$ cat config.mk
export PLATFORM = sky130hd
export DESIGN_NAME = ifu_fetch_ctrl
export DESIGN_NICKNAME = d
export VERILOG_FILES = /design/src/rtl/ifu_fetch_ctrl.sv
export SDC_FILE = /design/constraint.sdc
export NUM_CORES = 1
export LEC_CHECK = 0
export BUFFER_PORTS_ARGS = -buffer_cell sky130_fd_sc_hd__buf_2
export CAP_MARGIN = 20
export CORE_MARGIN = 5
export CORE_UTILIZATION = 50
export CTS_CLUSTER_SIZE = 40
export DETAILED_ROUTE_END_ITERATION = 10
export PLACE_DENSITY = 0.77
export RECOVER_POWER = 25
export SLEW_MARGIN = 40
export SYNTH_ARGS = -nofsm -noshare
export SYNTH_HDL_FRONTEND = slang
export SYNTH_SLANG_ARGS = --single-unit
export TNS_END_PERCENT = 50
$ cat constraint.sdc
create_clock -name clock -period 5.7 [get_ports clock]
set_input_delay 0 -clock clock [delete_from_list [all_inputs] [get_ports clock]]
set_output_delay 0 -clock clock [all_outputs]
set_load 0.01 [all_outputs]
$ cat src/rtl/ifu_fetch_ctrl.sv
// Fetch controller: owns the fetch PC, keeps one i-cache request in flight,
// squashes stale responses on redirect and walks an i-cache invalidate on fence.i.
module ifu_fetch_ctrl #(
   parameter logic [31:0] RESET_PC     = 32'h8000_0000,
   parameter int unsigned ICACHE_LINES = 16,
   parameter int unsigned IDX_W        = $clog2(ICACHE_LINES)
) (
   input  logic             clock,
   input  logic             reset,
   input  logic [31:0]      dnpc,
   input  logic             dnpc_flag,
   input  logic             icache_clr,
   output logic             if_req_valid,
   output logic [31:0]      if_req_addr,
   input  logic             if_req_ready,
   input  logic             if_rsp_valid,
   input  logic [31:0]      if_rsp_inst,
   output logic             inst_valid,
   output logic [31:0]      inst,
   output logic [31:0]      inst_pc,
   input  logic             idu_ready,
   output logic             inv_valid,
   output logic [IDX_W-1:0] inv_index,
   output logic             flush_busy
);

   typedef enum logic [1:0] {S_FETCH, S_WAIT, S_DRAIN, S_FLUSH} state_e;

   localparam logic [IDX_W-1:0] LAST_IDX = IDX_W'(ICACHE_LINES - 1);

   state_e           state_q;
   logic [31:0]      pc_q;
   logic [31:0]      pc_d;
   logic [31:0]      req_pc_q;
   logic [31:0]      inst_q;
   logic [31:0]      inst_pc_q;
   logic             inst_valid_q;
   logic             squash_q;
   logic             inv_valid_q;
   logic [IDX_W-1:0] inv_index_q;
   logic             flush_busy_q;

   logic buf_free;
   logic req_fire;
   logic rsp_load;
   logic fetch_pending;

   assign buf_free = !inst_valid_q || idu_ready;

   // Gated by reset so no request is visible while reset is held.
   assign if_req_valid = reset && (state_q == S_FETCH) && buf_free
                         && !dnpc_flag && !icache_clr;
   assign req_fire     = if_req_valid && if_req_ready;
   assign rsp_load     = (state_q == S_WAIT) && if_rsp_valid && !squash_q
                         && !dnpc_flag && !icache_clr;
   // A response arriving this very cycle retires the outstanding fetch.
   assign fetch_pending = ((state_q == S_WAIT) || (state_q == S_DRAIN)) && !if_rsp_valid;

   always_comb begin
      pc_d = pc_q;
      if (dnpc_flag) begin
         pc_d = dnpc;
      end else if (req_fire) begin
         pc_d = pc_q + 32'd4;
      end
   end

   always_ff @(posedge clock or negedge reset) begin
      if (!reset) begin
         state_q      <= S_FETCH;
         pc_q         <= RESET_PC;
         req_pc_q     <= '0;
         inst_q       <= '0;
         inst_pc_q    <= '0;
         inst_valid_q <= 1'b0;
         squash_q     <= 1'b0;
         inv_valid_q  <= 1'b0;
         inv_index_q  <= '0;
         flush_busy_q <= 1'b0;
      end else begin
         pc_q <= pc_d;
         if (req_fire) begin
            req_pc_q <= pc_q;
         end

         if (dnpc_flag || icache_clr) begin
            inst_valid_q <= 1'b0;
         end else if (rsp_load) begin
            inst_valid_q <= 1'b1;
            inst_q       <= if_rsp_inst;
            inst_pc_q    <= req_pc_q;
         end else if (idu_ready) begin
            inst_valid_q <= 1'b0;
         end

         if (icache_clr) begin
            flush_busy_q <= 1'b1;
            inv_index_q  <= '0;
            if (fetch_pending) begin
               state_q     <= S_DRAIN;
               squash_q    <= 1'b1;
               inv_valid_q <= 1'b0;
            end else begin
               state_q     <= S_FLUSH;
               squash_q    <= 1'b0;
               inv_valid_q <= 1'b1;
            end
         end else begin
            case (state_q)
               S_FETCH: begin
                  if (req_fire) begin
                     state_q <= S_WAIT;
                  end
               end
               S_WAIT: begin
                  if (if_rsp_valid) begin
                     state_q  <= S_FETCH;
                     squash_q <= 1'b0;
                  end else if (dnpc_flag) begin
                     squash_q <= 1'b1;
                  end
               end
               S_DRAIN: begin
                  if (if_rsp_valid) begin
                     state_q     <= S_FLUSH;
                     squash_q    <= 1'b0;
                     inv_valid_q <= 1'b1;
                     inv_index_q <= '0;
                  end
               end
               S_FLUSH: begin
                  if (inv_index_q == LAST_IDX) begin
                     state_q      <= S_FETCH;
                     inv_valid_q  <= 1'b0;
                     inv_index_q  <= '0;
                     flush_busy_q <= 1'b0;
                  end else begin
                     inv_index_q <= inv_index_q + 1'b1;
                  end
               end
            endcase
         end
      end
   end

   assign if_req_addr = pc_q;
   assign inst_valid  = inst_valid_q;
   assign inst        = inst_q;
   assign inst_pc     = inst_pc_q;
   assign inv_valid   = inv_valid_q;
   assign inv_index   = inv_index_q;
   assign flush_busy  = flush_busy_q;

endmodule

## After elaboration in Yosys (flattened, before gate mapping)

Cells that the tools add are included.
Widths: inputs -> output; s select.

| storage, ports and cells | value |
|---|---|
| bits in registers | 138 |
| input bits | 71 |
| output and inout port bits | 104 |
| word-level logic and storage cells | 82 |

| cells by class | value |
|---|---|
| add/subtract/negate cells | 2 |
| eq/ne operators | 9 |
| mux-type cells | 29 |
| bitwise logic cells | 1 |
| reductions and logical operators | 31 |

Operators by type and width:

| operator | number |
|---|---|
| $mux 32 | 2 |
| $add 32x3->32 const B | 1 |
| $mux 1 | 15 |
| $mux 4 | 3 |
| $ne 3x3->1 const B | 4 |
| $logic_and 1x1->1 | 10 |
| $mux 2 | 5 |
| $reduce_bool 3->1 | 3 |
| $pmux 2 s4 | 1 |
| $pmux 4 s2 | 1 |
| $reduce_and 2->1 | 3 |
| $reduce_and 3->1 | 2 |
| $reduce_bool 2->1 | 3 |
| $logic_not 1->1 | 5 |
| $add 4x1->4 const B | 1 |
| $eq 2x2->1 const B | 2 |
| $eq 4x4->1 const B | 1 |
| $ne 4x4->1 const B | 1 |
| $pmux 1 s2 | 2 |
| $reduce_and 4->1 | 1 |
| $logic_or 1x1->1 | 3 |
| $eq 2x1->1 const B | 1 |
| $logic_not 2->1 | 1 |
| $not 1->1 | 1 |

## Depth between registers and ports, before layout

| depth | value |
|---|---|
| depth after elaboration | 9 |
| gate-level depth with buffers | 9 |
| gate-level depth less buffers | 7 |

## Worst setup path before layout

Ideal clock, no wire load.

| path | value |
|---|---|
| path kind | reg-to-reg |
| from | reg state_q[0] |
| to | reg pc_q[4], in the netlist if_req_addr[4] |
| library setup time | 0.124 ns |
| data arrival time | 1.807 ns |
| required time | 5.576 ns |
| slack | 3.769 ns |
| cell stages (with the launch flop) | 10 |
| path buffers | 2 |
| path through | dfrtp_1 -> inv_1 -> ha_1 -> and4bb_2 -> nand3_1 -> clkbuf_1 -> buf_2 -> nor2_1 -> o21ai_0 -> nand2_1 |

| between the ends | value |
|---|---|
| longest elaborated chain between the ends | 7 |

RTL lines:

| what | line | source |
|---|---|---|
| from (decl) | 31 | `state_e state_q;` |
| from (signal assigned) | 70 | `state_q <= S_FETCH;` |
| from (signal assigned) | 100 | `state_q <= S_DRAIN;` |
| from (signal assigned) | 104 | `state_q <= S_FLUSH;` |
| $logic_not 2->1 | 51 | `assign if_req_valid = reset && (state_q == S_FETCH) && buf_free` |
| $logic_and 1x1->1 (2 in series) | 51 |  |
| $logic_and 1x1->1 (2 in series) | 52 | `&& !dnpc_flag && !icache_clr;` |
| $logic_and 1x1->1 | 53 | `assign req_fire = if_req_valid && if_req_ready;` |
| $reduce_bool 2->1 (no source line) | n/a |  |
| to (signal assigned) | 81 | `pc_q <= pc_d;` |
| to (decl) | 32 | `logic [31:0] pc_q;` |

Every way passes these cells.
A chain may end at the register's enable or synchronous reset.

## Final worst setup path

| path | value |
|---|---|
| from | in reset |
| to | reg pc_q[19], in the netlist if_req_addr[19] |

| between the ends | value |
|---|---|
| longest elaborated chain between the ends | 6 |

RTL lines:

| what | line | source |
|---|---|---|
| from (decl) | 9 | `input logic reset,` |
| $logic_and 1x1->1 (2 in series) | 51 |  |
| $logic_and 1x1->1 (2 in series) | 52 |  |
| $logic_and 1x1->1 | 53 |  |
| $reduce_bool 2->1 (no source line) | n/a |  |

Every way passes these cells.

==> flow_summary.json <==
{
  "hpwl_um": 10500,
  "num_antenna_cells": 0,
  "gp_congestion": 0.788,
  "fin_crit_ps": 2930,
  "async_flop_share_pct": 100,
  "die_width_um": 120,
  "post_cts_buffers": 0,
  "first_iter_violations": 529,
  "hold_depth": 4,
  "initial_utilization_pct": 50.7,
  "overflow": 0,
  "r2r_cells": 8,
  "clock_skew_ps": 7.67,
  "fin_crit_sh_pct": 51.4,
  "grt_pass1_wl_um": 26500,
  "holdBufCountCts": 68,
  "grt_max_degree": 81,
  "crit_path_cell_trace": "dlygate4sd3_1, buf_6, and4bb_2, nand3_2, buf_4, or4b_1, nand3b_1, o211ai_1",
  "max-cap-violations": 0,
  "io_buffers": 174,
  "final_layout_size_suffix_gt1_share_pct": 34.0,
  "r2r_start": "state_q[1]",
  "setup_tns_ps": 0,
  "synth_edf_count": 0,
  "setup_viol": 0,
  "vias_per_cell": 5.40,
  "syn_inst": 547,
  "yosysSeqAreaShare_pct": 57.2,
  "r2r-end": "if_req_addr[19]",
  "hold_path_end": "if_req_addr[2]",
  "route.detailed.drc": 0,
  "ir_drop_mv": 0.186,
  "critPathRequiredTime_ps": 5980,
  "rsz0062_at_grt": "false",
  "cts_buffers": 17,
  "synthesis.nets": 625,
  "p_leak_nw": 4.24,
  "grt_use_total_pct": 23.2,
  "cts.clk_slew.worst_paths_ps": 50,
  "synth_flop_cell": "dfrtp_1",
  "netlist_area_um2": 6040,
  "dieArea_um2": 14400,
  "clockBufferDepth": 2,
  "rows": 40,
  "vias": 5100,
  "netlist.area_leader.share_pct": 56.7,
  "core_um2": 11900,
  "crit_slowest_cell": "or4b_1",
  "synth_area_leaders": "dfrtp_1 (57%), mux2_2 (12%), nand2_1 (7.6%), o21ai_0 (2.5%), nand4_1 (1.7%)",
  "cpPeakStageDelay_ps": 550,
  "totalWireLength_um": 16300,
  "hp-class": "input pin to register",
  "syn_area_per_cell_um2": 11.0,
  "clock_latency_ps": 410,
  "fin_nets": 863,
  "die_y_um": 120,
  "ant_nets": 0,
  "cp_num_buf_inv": 3,
  "slew_viol_final": 0,
  "end_kind": "register",
  "area_delta_synth_final_pct": 38.0,
  "timing_worst_setup_path_type": "input pin to register",
  "yosys_warnings": 0,
  "synth-seq-cells": 138,
  "reg2reg_setup_slack_ps": 2890,
  "hold_viol_final": 0,
  "wl_per_cell_um": 17.2,
  "first_global_vias": 5323,
  "fillerInstances": 883,
  "io_pins": 175,
  "outcome": "finished clean",
  "htree_levels": 4,
  "p_per_area_nw_per_um2": 416,
  "cts-resized-gates": 0,
  "cts.sinks": 138,
  "max_freq_ghz": 0.341,
  "cts_tree": "yes",
  "cts_root_buf": "clkbuf_16",
  "crit_start": "reset",
  "crit_fanout": 80,
  "synth.distinct_cells": 47,
  "cp.arrival_ps": 3210,
  "power_mw": 3.47,
  "max_slew_margin_pct": 46.8,
  "first_pass_iters": 5,
  "worstMarginPinSlew_ps": 798,
  "min_from": "dnpc_flag",
  "start_kind": "input pin",
  "antenna_found_initial": 0,
  "synth_largest_area_cell": "dfrtp_1",
  "crit_family": "buffers and inverters"
}
## per-stage QoR
step	setup WS, ps	instances	cell area, um^2	util [%]	hold slack (ps)
final	2770	945	8340	70.0	171
after global routing	2500	945	8340	70.0	201
after CTS	2770	944	8330	69.9	155
after detailed placement	2900	844	7020	59.0	89.2
after global placement	2890	844	7020	58.9	77.2
after floorplan	3770	547	6040	-	-296
## cells in the final DEF (no fill, tap or decap), drive strengths merged, types with 3 or more instances in the layout
cell type	instances
nor3	9
nand3b	5
inv	9
nor4	3
bufinv	3
dlygate4sd3	68
a221o	7
mux2	66
o31ai	3
nand2	122
dfrtp	137
buf	163
or3	5
clkbuf	41
o311ai	3
o211ai	3
a31oi	3
nand4	18
o21ai	30
ha	7
nand2b	8
nand3	16
nor2	19
nor2b	6
mux2i	5
a21oi	6
xnor2	5
## cell families after synthesis
logic type      after synthesis  share of synthesized area [%]
simple gates                220                           17.4
buf+inv                      36                           2.46
compound gates               68                           7.37
flops                       138                           57.2
fa+ha+maj                     7                           1.45
xor+xnor                      7                           1.01
mux                          71                           13.1
## area by class of cell
class	instances	area, um^2	area share [%]
Clock buffer	26	519	6.23
Clock inverter	6	108	1.29
Inverter	9	33.8	0.405
Multi-Input combinational cell	373	2450	29.4
Sequential cell	138	3450	41.4
Tap cell	147	184	2.21
Timing Repair Buffer	246	1590	19.0
## per-layer routing
layer / up-vias / share of wire [%] / routed length [um] / GRT usage, %
li1: 2395 / - / - / -
met1: 2454 / 41 / 6590 / 29.0
met2: 223 / 50 / 8220 / 39.0
met3: 28 / 6.7 / 1090 / 5.37
met4: 0 / 2.3 / 369 / 9.02
met5: - / 0 / 0 / 0
## tightest hold or removal path, cell delays in order
cell,delay (ps)
buf_2,90
buf_4,270
nand2_1,100
o21ai_0,70
## synthesized netlist by cell type (all sizes together), types with 2 or more instances
master / n
dfrtp: 137
nand2: 122
mux2: 66
o21ai: 30
nor2: 19
nand4: 18
nand3: 16
buf: 14
clkbuf: 13
inv: 9
nor3: 9
nand2b: 8
a221o: 7
ha: 7
a21oi: 6
nor2b: 6
mux2i: 5
nand3b: 5
or3: 5
xnor2: 5
a31oi: 3
nor4: 3
o211ai: 3
o311ai: 3
o31ai: 3
a21o: 2
a22o: 2
a22oi: 2
a32oi: 2
and2: 2
and3: 2
or2: 2
xor2: 2
## state kept, by name (all words and copies together), names as in the netlist, 2 cells and up
register	count
if_req_addr	32
req_pc_q	32
inst	32
inst_pc	32
state_q	2
inv_index	4
## power breakdown
| group | internal [mW] | total, mW | switching (mW) | leakage (nW) |
|---|---|---|---|---|
| registers | 1.29 | 1.48 | 0.192 | 1.79 |
| logic | 0.410 | 0.841 | 0.431 | 2.14 |
| clock network | 0.757 | 1.14 | 0.387 | 0.307 |
## how the worst max path moves through the flow
stage / depth (start not counted) / to / slack [ps]
after floorplan: 9 / if_req_addr[4] / 3770
after global placement: 6 / if_req_addr[21] / 2890
after detailed placement: 7 / if_req_addr[19] / 2900
after CTS: 8 / if_req_addr[19] / 2770
after global routing: 8 / if_req_addr[19] / 2500
final: 8 / if_req_addr[19] / 2770
No activity file was read; power rests on OpenSTA's default activity.
